## src/rtl/jt10_adpcm_romarb_if.sv

```systemverilog
// ---------------------------------------------------------------------------
// jt10_adpcm_romarb_if
//
// Purpose:
//     Bundles the request/response handshakes of both ADPCM readers and the
//     shared memory port of the ADPCM ROM arbiter into one interface.
//
// Signals:
//     a_req/a_addr      ADPCM-A request level and byte address
//     a_data/a_ok       ADPCM-A returned byte and one-cycle valid strobe
//     b_req/b_addr      ADPCM-B request level and byte address
//     b_data/b_ok       ADPCM-B returned byte and one-cycle valid strobe
//     mem_addr/mem_cs   address and request towards the memory controller
//     mem_data/mem_ok   read byte and data-valid strobe from the controller
//
// Modports:
//     slave   the arbiter's view (consumes requests, drives responses/memory)
//     master  the environment's view (ADPCM readers plus memory controller)
// ---------------------------------------------------------------------------
interface jt10_adpcm_romarb_if #(
    parameter int AW = 24
);
    logic          a_req;
    logic [AW-1:0] a_addr;
    logic [7:0]    a_data;
    logic          a_ok;

    logic          b_req;
    logic [AW-1:0] b_addr;
    logic [7:0]    b_data;
    logic          b_ok;

    logic [AW-1:0] mem_addr;
    logic          mem_cs;
    logic [7:0]    mem_data;
    logic          mem_ok;

    modport slave (
        input  a_req, a_addr, b_req, b_addr, mem_data, mem_ok,
        output a_data, a_ok, b_data, b_ok, mem_addr, mem_cs
    );

    modport master (
        output a_req, a_addr, b_req, b_addr, mem_data, mem_ok,
        input  a_data, a_ok, b_data, b_ok, mem_addr, mem_cs
    );
endinterface

```

## src/rtl/jt10_adpcm_romarb.sv

```systemverilog
// ---------------------------------------------------------------------------
// jt10_adpcm_romarb
//
// Purpose:
//     Shares a single ADPCM sample-ROM port between the ADPCM-A and ADPCM-B
//     readers. Requests are arbitrated round-robin, one memory cycle runs at
//     a time, and the fetched byte is returned with a one-cycle ok strobe.
//     An access that gets no mem_ok within TOUT cycles is aborted and
//     returns 8'h00.
//
// Parameters:
//     AW    address width of requesters and memory port (default 24)
//     TOUT  cycles mem_cs may stay high waiting for mem_ok (1..255)
//
// Ports:
//     clk        system clock
//     rst        synchronous, active-high reset
//     cache_clr  invalidates both cache entries (only with the cache built)
//     bus        jt10_adpcm_romarb_if.slave: both requester handshakes plus
//                the memory controller port
//
// Configuration:
//     JT10_ROMARB_CACHE_EN  when defined, each port keeps a one-entry cache
//                           (tag, byte, valid). A granted request hitting its
//                           port's entry skips the memory cycle. Undefined
//                           builds have no cache and ignore cache_clr.
// ---------------------------------------------------------------------------
module jt10_adpcm_romarb #(
    parameter int AW   = 24,
    parameter int TOUT = 255
) (
    input  logic                  clk,
    input  logic                  rst,
    input  logic                  cache_clr,
    jt10_adpcm_romarb_if.slave    bus
);

    localparam logic [1:0] ST_IDLE   = 2'd0;
    localparam logic [1:0] ST_ACCESS = 2'd1;
    localparam logic [1:0] ST_DONE   = 2'd2;

    localparam logic SEL_A = 1'b0;
    localparam logic SEL_B = 1'b1;

    // The counter starts at 0 on the grant edge, so aborting when it holds
    // TOUT-1 keeps mem_cs high for exactly TOUT cycles.
    localparam logic [7:0] CNT_LAST = 8'(TOUT - 1);

    logic [1:0]    state_q, state_d;
    logic          last_grant_q, last_grant_d;
    logic          sel_q, sel_d;
    logic [7:0]    cnt_q, cnt_d;
    logic [AW-1:0] mem_addr_q, mem_addr_d;
    logic          mem_cs_q, mem_cs_d;
    logic [7:0]    data_q, data_d;
    logic [7:0]    a_data_q, a_data_d;
    logic          a_ok_q, a_ok_d;
    logic [7:0]    b_data_q, b_data_d;
    logic          b_ok_q, b_ok_d;

    logic          any_req;
    logic          grant_b;
    logic [AW-1:0] grant_addr;
    logic          mem_done;
    logic          mem_tout;
    logic          cache_hit;
    logic [7:0]    hit_byte;

    // Round-robin: B only wins a contention when A was served last.
    assign any_req    = bus.a_req | bus.b_req;
    assign grant_b    = bus.b_req & (~bus.a_req | (last_grant_q == SEL_A));
    assign grant_addr = grant_b ? bus.b_addr : bus.a_addr;

    assign mem_done = (state_q == ST_ACCESS) & mem_cs_q & bus.mem_ok;
    assign mem_tout = (state_q == ST_ACCESS) & ~mem_done & (cnt_q == CNT_LAST);

`ifdef JT10_ROMARB_CACHE_EN
    logic [AW-1:0] a_tag_q, a_tag_d;
    logic [7:0]    a_byte_q, a_byte_d;
    logic          a_valid_q, a_valid_d;
    logic [AW-1:0] b_tag_q, b_tag_d;
    logic [7:0]    b_byte_q, b_byte_d;
    logic          b_valid_q, b_valid_d;

    // The hit is judged on the port that arbitration picked, so a cached
    // port still respects round-robin order against the other one.
    assign cache_hit = grant_b ? (b_valid_q & (b_tag_q == bus.b_addr))
                               : (a_valid_q & (a_tag_q == bus.a_addr));
    assign hit_byte  = grant_b ? b_byte_q : a_byte_q;

    // Refill from completed memory cycles using the address latched at
    // grant; a timeout drops the entry; a clear overrides both.
    always_comb begin
        a_tag_d   = a_tag_q;
        a_byte_d  = a_byte_q;
        a_valid_d = a_valid_q;
        b_tag_d   = b_tag_q;
        b_byte_d  = b_byte_q;
        b_valid_d = b_valid_q;
        if (mem_done) begin
            if (sel_q == SEL_B) begin
                b_tag_d   = mem_addr_q;
                b_byte_d  = bus.mem_data;
                b_valid_d = 1'b1;
            end else begin
                a_tag_d   = mem_addr_q;
                a_byte_d  = bus.mem_data;
                a_valid_d = 1'b1;
            end
        end else if (mem_tout) begin
            if (sel_q == SEL_B) begin
                b_valid_d = 1'b0;
            end else begin
                a_valid_d = 1'b0;
            end
        end
        if (cache_clr) begin
            a_valid_d = 1'b0;
            b_valid_d = 1'b0;
        end
    end

    always_ff @(posedge clk) begin
        if (rst) begin
            a_tag_q   <= '0;
            a_byte_q  <= 8'h00;
            a_valid_q <= 1'b0;
            b_tag_q   <= '0;
            b_byte_q  <= 8'h00;
            b_valid_q <= 1'b0;
        end else begin
            a_tag_q   <= a_tag_d;
            a_byte_q  <= a_byte_d;
            a_valid_q <= a_valid_d;
            b_tag_q   <= b_tag_d;
            b_byte_q  <= b_byte_d;
            b_valid_q <= b_valid_d;
        end
    end
`else
    logic unused_cache_clr;

    assign unused_cache_clr = cache_clr;
    assign cache_hit        = 1'b0;
    assign hit_byte         = 8'h00;
`endif

    // Arbitration and access sequencing. x_ok and x_data are registered on
    // the edge that leaves DONE, so with a zero-wait memory the strobe shows
    // up three edges after the request (two on a cache hit).
    always_comb begin
        state_d      = state_q;
        last_grant_d = last_grant_q;
        sel_d        = sel_q;
        cnt_d        = cnt_q;
        mem_addr_d   = mem_addr_q;
        mem_cs_d     = mem_cs_q;
        data_d       = data_q;
        a_data_d     = a_data_q;
        a_ok_d       = 1'b0;
        b_data_d     = b_data_q;
        b_ok_d       = 1'b0;

        case (state_q)
            ST_IDLE: begin
                if (any_req) begin
                    sel_d = grant_b;
                    if (cache_hit) begin
                        // Hits leave last_grant alone.
                        data_d  = hit_byte;
                        state_d = ST_DONE;
                    end else begin
                        mem_addr_d   = grant_addr;
                        mem_cs_d     = 1'b1;
                        cnt_d        = 8'h00;
                        last_grant_d = grant_b;
                        state_d      = ST_ACCESS;
                    end
                end
            end

            ST_ACCESS: begin
                if (mem_done) begin
                    data_d   = bus.mem_data;
                    mem_cs_d = 1'b0;
                    state_d  = ST_DONE;
                end else if (mem_tout) begin
                    data_d   = 8'h00;
                    mem_cs_d = 1'b0;
                    state_d  = ST_DONE;
                end else begin
                    cnt_d = cnt_q + 8'd1;
                end
            end

            ST_DONE: begin
                // A requester that gave up meanwhile gets neither strobe
                // nor a data update.
                if (sel_q == SEL_B) begin
                    if (bus.b_req) begin
                        b_ok_d   = 1'b1;
                        b_data_d = data_q;
                    end
                end else begin
                    if (bus.a_req) begin
                        a_ok_d   = 1'b1;
                        a_data_d = data_q;
                    end
                end
                state_d = ST_IDLE;
            end

            default: begin
                state_d = ST_IDLE;
            end
        endcase
    end

    always_ff @(posedge clk) begin
        if (rst) begin
            state_q      <= ST_IDLE;
            last_grant_q <= SEL_B;
            sel_q        <= SEL_A;
            cnt_q        <= 8'h00;
            mem_addr_q   <= '0;
            mem_cs_q     <= 1'b0;
            data_q       <= 8'h00;
            a_data_q     <= 8'h00;
            a_ok_q       <= 1'b0;
            b_data_q     <= 8'h00;
            b_ok_q       <= 1'b0;
        end else begin
            state_q      <= state_d;
            last_grant_q <= last_grant_d;
            sel_q        <= sel_d;
            cnt_q        <= cnt_d;
            mem_addr_q   <= mem_addr_d;
            mem_cs_q     <= mem_cs_d;
            data_q       <= data_d;
            a_data_q     <= a_data_d;
            a_ok_q       <= a_ok_d;
            b_data_q     <= b_data_d;
            b_ok_q       <= b_ok_d;
        end
    end

    assign bus.mem_addr = mem_addr_q;
    assign bus.mem_cs   = mem_cs_q;
    assign bus.a_data   = a_data_q;
    assign bus.a_ok     = a_ok_q;
    assign bus.b_data   = b_data_q;
    assign bus.b_ok     = b_ok_q;

endmodule

```

## src/flat_wrapper.sv

```systemverilog
// flat-port wrapper written by rule: the top's interface ports become plain ports
module jt10_adpcm_romarb_flat 
#(
    parameter int AW   = 24,
    parameter int TOUT = 255
)
  (clk, rst, cache_clr, bus_a_req, bus_a_addr, bus_b_req, bus_b_addr, bus_mem_data, bus_mem_ok, bus_a_data, bus_a_ok, bus_b_data, bus_b_ok, bus_mem_addr, bus_mem_cs);
  jt10_adpcm_romarb_if #(.AW(AW)) bus_i ();
  input  logic clk;
  input  logic rst;
  input  logic cache_clr;
  input wire logic [$bits(bus_i.a_req)-1:0] bus_a_req;
  input wire logic [$bits(bus_i.a_addr)-1:0] bus_a_addr;
  input wire logic [$bits(bus_i.b_req)-1:0] bus_b_req;
  input wire logic [$bits(bus_i.b_addr)-1:0] bus_b_addr;
  input wire logic [$bits(bus_i.mem_data)-1:0] bus_mem_data;
  input wire logic [$bits(bus_i.mem_ok)-1:0] bus_mem_ok;
  output wire logic [$bits(bus_i.a_data)-1:0] bus_a_data;
  output wire logic [$bits(bus_i.a_ok)-1:0] bus_a_ok;
  output wire logic [$bits(bus_i.b_data)-1:0] bus_b_data;
  output wire logic [$bits(bus_i.b_ok)-1:0] bus_b_ok;
  output wire logic [$bits(bus_i.mem_addr)-1:0] bus_mem_addr;
  output wire logic [$bits(bus_i.mem_cs)-1:0] bus_mem_cs;
  assign bus_i.a_req = bus_a_req;
  assign bus_i.a_addr = bus_a_addr;
  assign bus_i.b_req = bus_b_req;
  assign bus_i.b_addr = bus_b_addr;
  assign bus_i.mem_data = bus_mem_data;
  assign bus_i.mem_ok = bus_mem_ok;
  assign bus_a_data = bus_i.a_data;
  assign bus_a_ok = bus_i.a_ok;
  assign bus_b_data = bus_i.b_data;
  assign bus_b_ok = bus_i.b_ok;
  assign bus_mem_addr = bus_i.mem_addr;
  assign bus_mem_cs = bus_i.mem_cs;
  jt10_adpcm_romarb #(.AW(AW), .TOUT(TOUT)) u_core (.clk(clk), .rst(rst), .cache_clr(cache_clr), .bus(bus_i));
endmodule
```

## config.mk

```make
export PLATFORM = sky130hd
export DESIGN_NAME = jt10_adpcm_romarb_flat
export DESIGN_NICKNAME = d
export VERILOG_FILES = /design/src/rtl/jt10_adpcm_romarb_if.sv /design/src/rtl/jt10_adpcm_romarb.sv /design/src/flat_wrapper.sv
export SDC_FILE = /design/constraint.sdc
export NUM_CORES = 1
export LEC_CHECK = 0
export ABC_AREA = 1
export CORE_UTILIZATION = 43
export CTS_BUF_LIST = sky130_fd_sc_hd__clkbuf_16
export DETAILED_ROUTE_END_ITERATION = 10
export GPL_TIMING_DRIVEN = 0
export PLACE_DENSITY = 0.84
export SYNTH_ARGS = -nofsm -noshare
export SYNTH_HDL_FRONTEND = slang
export SYNTH_SLANG_ARGS = --single-unit
```

## constraint.sdc

```tcl
create_clock -name clk -period 1.8 [get_ports clk]
set_clock_uncertainty 0.05 [all_clocks]
set_input_delay 0.36 -clock clk [delete_from_list [all_inputs] [get_ports clk]]
set_output_delay 0.36 -clock clk [all_outputs]
set_load 0.05 [all_outputs]
```

==> results of run 1 <==
-- cell type report --
type / instances / share of cell area [%]
plain buffers: 13 / 2.288
clock buffers: 9 / 5.801
clock inverters: 7 / 1.450
inverters: 18 / 1.740
multi-input cells: 249 / 29.00
flip-flops and latches: 63 / 32.48
well taps: 72 / 2.320
repair buffers: 102 / 24.91
-- power by group --
part | total, W | switching, W | leakage [nW] | internal [W]
clock | 0.00162 | 0.000576 | 0.149 | 0.00105
sequential | 0.00152 | 0.0000449 | 0.514 | 0.00148
combinational | 0.000685 | 0.000429 | 1.06 | 0.000256
-- cells in the final DEF, fill, tap and decap left out, types with 2 or more instances in the layout --
cell / netlist / layout
inv_1: 14 / 16
nor2_4: 2 / 2
dfxtp_1: 63 / 63
buf_4: 3 / 3
buf_6: 3 / 3
clkbuf_16: 0 / 9
inv_2: 4 / 4
nand3_1: 10 / 10
nor2_1: 79 / 79
buf_2: 4 / 4
nand2_1: 65 / 65
dlygate4sd2_1: 0 / 43
a21oi_1: 16 / 16
o21ai_1: 26 / 26
clkinv_2: 0 / 3
nand2_2: 3 / 3
clkdlybuf4s50_1: 0 / 59
ha_1: 2 / 2
clkbuf_1: 2 / 2
o21ai_0: 38 / 38
-- flip-flops by register name (all words and copies together) (netlist names) --
signal / cells
u_core.sel_q: 1
u_core.bus.a_data: 8
u_core.bus.b_ok: 1
u_core.bus.mem_cs: 1
u_core.data_q: 8
u_core.bus.a_ok: 1
u_core.bus.mem_addr: 24
u_core.state_q: 2
u_core.cnt_q: 8
u_core.bus.b_data: 8
u_core.last_grant_q: 1
-- cell usage after synthesis --
| master | number | area, um2 |
|---|---|---|
| ha_1 | 2 | 25.02 |
| o21ai_1 | 26 | 130.1 |
| buf_2 | 4 | 20.02 |
| buf_6 | 3 | 33.78 |
| nand4_1 | 1 | 6.260 |
| o31ai_1 | 1 | 7.510 |
| nand2_2 | 3 | 18.77 |
| nor2_1 | 79 | 296.5 |
| nor2_2 | 1 | 6.260 |
| buf_4 | 3 | 22.52 |
| a21oi_1 | 16 | 80.08 |
| clkbuf_2 | 1 | 5.000 |
| clkbuf_1 | 2 | 7.510 |
| o21ai_0 | 38 | 190.2 |
| inv_1 | 14 | 52.55 |
| nor3_1 | 1 | 5.000 |
| dfxtp_1 | 63 | 1261 |
| o21ai_4 | 1 | 16.27 |
| nand2_1 | 65 | 244.0 |
| nor2_4 | 2 | 22.52 |
| inv_2 | 4 | 15.01 |
| nand3_1 | 10 | 50.05 |
| nand2_4 | 1 | 11.26 |
| nand3_2 | 1 | 10.01 |
| or2_0 | 1 | 6.260 |
-- worst min path at each step --
stage / to / slack, ns / depth (start not counted)
CTS: u_core.data_q[2] / 0.19 / 2
finish: u_core.data_q[2] / 0.19 / 2
global placement: u_core.bus.mem_addr[8] / 0.39 / 2
detailed placement: u_core.bus.mem_addr[4] / 0.40 / 2
floorplan: u_core.last_grant_q / 0.38 / 2
global route: u_core.data_q[2] / 0.20 / 2
-- routing by layer --
| layer | routed length [um] | global-route usage [%] | up-vias |
|---|---|---|---|
| met2 | 3246 | 41.65 | 108 |
| met3 | 582 | 7.701 | 17 |
| li1 | - | - | 1334 |
| met5 | 0 | 0 | - |
| met4 | 186 | 14.18 | 0 |
| met1 | 2804 | 25.70 | 1193 |
-- logic make-up (layout without fill, tap and decap cells) --
logic type	Yosys count	after routing	synth area share, %
flip-flops	63	63	49.58
AND/OR/NAND/NOR	165	165	26.61
AO/OA/AOI/OAI	82	82	16.67
adder cells (fa/ha/maj)	2	2	0.9836
buffers and inverters	31	149	6.148
-- per-stage QoR --
stage	setup WS, ns	setup TNS (ns)	hold WS, ns	cells
CTS	0.1511	0	0.1859	533
global placement	-0.1146	-1.742	0.3893	517
global route	0.06104	0	0.2045	533
detailed placement	-0.1640	-2.664	0.3975	517
floorplan	0.3355	0	0.3787	343
finish	0.1488	0	0.1905	533
==> impl_results.md, run 1 <==
- CTS tree: built
- Worst setup SP type: flip-flop
- # setup viols final: 0
- Max Clock Freq: between 600 and 700 MHz
- Number of post-CTS setup repair buffers: 0
- # diodes: 0
- Die Y: a little under 80 um
- Minimum clock period: about 1.7 ns
- DR vias: roughly 2700
- Synthesized Nets: around 400
- Root buf cell: clkbuf_16
- Starting Density: roughly 45%
- Reg2Reg Setup Slack: roughly 0.26 ns
- Tcrit/Tclk final: just over 90%
- Hold buffer count at cts: 0
- Status: finished clean
- Detailed router's first-iteration violation count: about 130
- Synthesized area per cell: ~7.4 um2
- Placed standard-cell area: around 3700 um2
- First-pass GRT wire length: roughly 12 mm
- Vias in the first global route: approximately 2600
- Via density: 4.976
- Final Hold Fails: 0
- Crit path max-delay family: buffers and inverters
- Post-route ant nets: 0
- Synth-to-layout area growth: 52.63%
- CTS clock-pin slew for the worst setup and hold paths: ~0.05 ns
- H-tree Lvls: 3
- Die width: 78.91 um
- DRC Markers: 0
- RR Endpoint: u_core.cnt_q[6]
- Core area: 5608 um2
- TritonCTS Buffers: 9
- Die Area: ~6200 um2
- Worst reg2reg startpoint: u_core.cnt_q[0]
- CTS Buffer Depth: 2
- Cells after synthesis: 343
- Seq. cell area: about 1300 um2
- Worst slew pin tran: roughly 0.55 ns
- Synthesized area: roughly 2500 um2
- Max-slew headroom: a little under two thirds
- Crit path cell chain: dlygate4sd2_1
- Gr ovfl total: 0
- Input/output buffers: roughly 100
- Largest net degree at the start of global routing: 11
- CP arrival: around 1.2 ns
- # clock sinks: 63
- YS warnings: 0
- Seq/Total Area, Yosys: a little under 50%
- Pwr Density: just under 1000 nW/um2
- Biggest cell delay along the critical path: just under 0.6 ns
- Final instance area: 3882 um2
- Worst Path Required: approximately 1.4 ns
- Worst min path class: in -> reg
- Count of cell types in the netlist: 25
- Final HPWL DP: between 4 and 5 mm
- Overall power: 0.003828 W
- Buf/Inv on CP: 1
- Row cnt: 27
- Clock latency at the later pin of the worst-skew pair: around 0.32 ns
- Layout Utilization: 69.23%
- Peak supply drop: 0.0006017 V
- Share of layout cells above drive strength 1: 8.026%
- CP Launch Point: u_core.bus.mem_addr[16]
- Gr usage total: approximately 24%
- Critical path depth in cells: 1
- Worst-path fanout max: 2
- Top Ports: 105
- P_leak: 1.719 nW
- Max-slew violation count: 0
- Crit path to: bus_mem_addr[16]
- HP Start: rst
- RD Place Congestion: between 0.7 and 0.8
- Post-CTS sizing: between 40 and 50
- Seq cells post-synth: 63
- Multi-input gate area: 1126 um2
- Setup CP Type: reg -> out
- Worst r2r path cells: 10
- RSZ-0062 raised after global routing: false
- Layout Nets: between 500 and 600
- Slowest CP cell: dlygate4sd2_1
- First-pass DRT Iterations: 4
- Max cap viols: 0
- WL final: slightly below 7 mm
- Routed WL per cell: around 13 um
- Initial antenna violation count: 0
- Fillers: about 500
- Setup crit end kind: primary output
Power figures use the tool's default switching activity.
==> run 2, diff against run 1 <==
CTS_CLUSTER_SIZE = 28   (was unset)
==> results of run 2 <==
Final layout, timing and power as in run 1 (identical DEF).
==> run 3, diff against run 2 <==
CORE_ASPECT_RATIO = 1.1   (was unset)
==> impl_results.md, run 3 (synthesis gave the netlist of run 1 again) <==
- Top Ports: ~110
- Row cnt: 29
- Max Clock Freq: 605.0 MHz
- Share of layout cells above drive strength 1: under 10%
- DR vias: between 2000 and 3000
- Setup crit end kind: primary output
- CTS tree: built
- Max-slew violation count: 0
- Fillers: 499
- # setup viols final: 0
- WL final: ~6.7 mm
- Synth-to-layout area growth: 56.03%
- Starting Density: 44.37%
- # clock sinks: 63
- HP Start: rst
- Die Y: 82.67 um
- Most common cell after layout, fill and taps aside: nor2_1
- Hold_ws: between 0.15 and 0.2 ns
- Routed WL per cell: around 12 um
- Multi-input gate area: approximately 1100 um2
- Worst-path fanout max: 2
- Net Sw Frac: between 20% and 30%
- Cell internal pwr: around 0.0032 W
- Input/output buffers: roughly 100
- Root buf cell: clkbuf_16
- Layout Nets: 520
- Vias in the first global route: 2412
- CTS clock-pin slew for the worst setup and hold paths: about 0.05 ns
- Largest net degree at the start of global routing: 12
- Max cap viols: 0
- Max reg flops: 24
- Clock latency at the later pin of the worst-skew pair: around 0.32 ns
- Hold depth: 2
- Core area: 5733 um2
- Tcrit/Tclk final: between 90% and 100%
- Number of post-CTS setup repair buffers: 0
- DRC Markers: 0
- CP arrival: around 1.2 ns
- P_leak: 1.748 nW
- Crit path max-delay family: buffers and inverters
- Worst reg2reg startpoint: u_core.cnt_q[0]
- Reg power frac: a little over a third
- Pwr Density: around 1100 nW/um2
- Clk network pwr share: 48.5%
- Biggest cell delay along the critical path: about 0.6 ns
- Worst setup SP type: flip-flop
- Final HPWL DP: 4.979 mm
- CTS Buffer Depth: 2
- Power share of the combinational group: 16.0%
- Gr usage total: a little under a quarter
- Max-slew headroom: just over 60%
- Overall power: 0.004283 W
- Die Area: around 6200 um2
- Peak supply drop: 0.0006463 V
- Post-route ant nets: 0
- RD Place Congestion: between 0.7 and 0.8
- Detailed router's first-iteration violation count: about 140
- First-pass GRT wire length: roughly 10 mm
- Final Hold Fails: 0
- First-pass DRT Iterations: 7
- CP Launch Point: u_core.bus.mem_addr[1]
- Buf/Inv on CP: 1
- Die width: 75.34 um
- # diodes: 0
- Minimum clock period: around 1.7 ns
- Seq. cell area: around 1300 um2
- Crit path cell chain: dlygate4sd2_1
- Status: finished clean
- RSZ-0062 raised after global routing: false
- Worst r2r path cells: 10
- Worst min path class: in -> reg
- H-tree Lvls: 3
- Critical path depth in cells: 1
- Gr ovfl total: 0
- TritonCTS Buffers: 9
- Worst slew pin tran: around 0.57 ns
- Via density: slightly below 5
- Hold buffer count at cts: 0
- Post-CTS sizing: between 40 and 50
- Slowest CP cell: dlygate4sd2_1
- Initial antenna violation count: 0
- Worst Path Required: about 1.4 ns
- Setup CP Type: reg -> out
- Most frequent cells in the layout: nor2_1, nand2_1, dfxtp_1
- P_sw: between 0.001 and 0.0015 W
## run 3: cell types whose count changed in the layout (fill, tap and decap cells not counted), sizes merged
cell / delta
bufinv: +3
clkinv: -2
inv: -1
## run 3: path summary, 6_finish.rpt
kind	to	slack [ns]
max reg2reg	u_core.cnt_q[6]	0.28
min reg2reg	u_core.bus.mem_addr[15]	0.40
max	bus_mem_addr[1]	0.15
min	u_core.data_q[0]	0.19
## run 3: metal layers
layer / wire length (um) / share of wire, % / track usage [%]
met5: 0 / 0 / 0
met3: 686 / 10 / 9.223
met4: 68 / 1.0 / 10.74
met1: 2677 / 40 / 24.74
met2: 3252 / 49 / 37.50
## run 3: power by group through the flow
stage	clock network, W	registers [W]	logic, W
global placement	0	0.00155	0.000716
global route	0.00216	0.00153	0.000742
finish	0.00208	0.00152	0.000686
floorplan	0	0.00175	0.000208
detailed placement	0	0.00155	0.000726
CTS	0.00211	0.00152	0.000689
## run 3: cell type report
class                   instances  area share, %
flip-flops and latches         63          31.78
multi-input cells             249          28.37
repair buffers                102          24.37
clock buffers                   9          5.675
clock inverters                 7          3.436
well taps                      77          2.427
plain buffers                  13          2.238
inverters                      18          1.702
## run 3: metrics by stage
step / worst slack, ns / area (um2) / cells / util, % / TNS (ns)
2_1_floorplan: 0.3355 / 2544 / 343 / - / 0
3_3_place_gp: -0.09015 / 3661 / 522 / 63.86 / -0.7620
3_5_place_dp: -0.1170 / 3661 / 522 / 63.86 / -2.043
4_1_cts: 0.1419 / 3969 / 538 / 69.23 / 0
5_1_grt: 0.05656 / 3969 / 538 / 69.23 / 0
6_report: 0.1472 / 3969 / 538 / 69.23 / 0
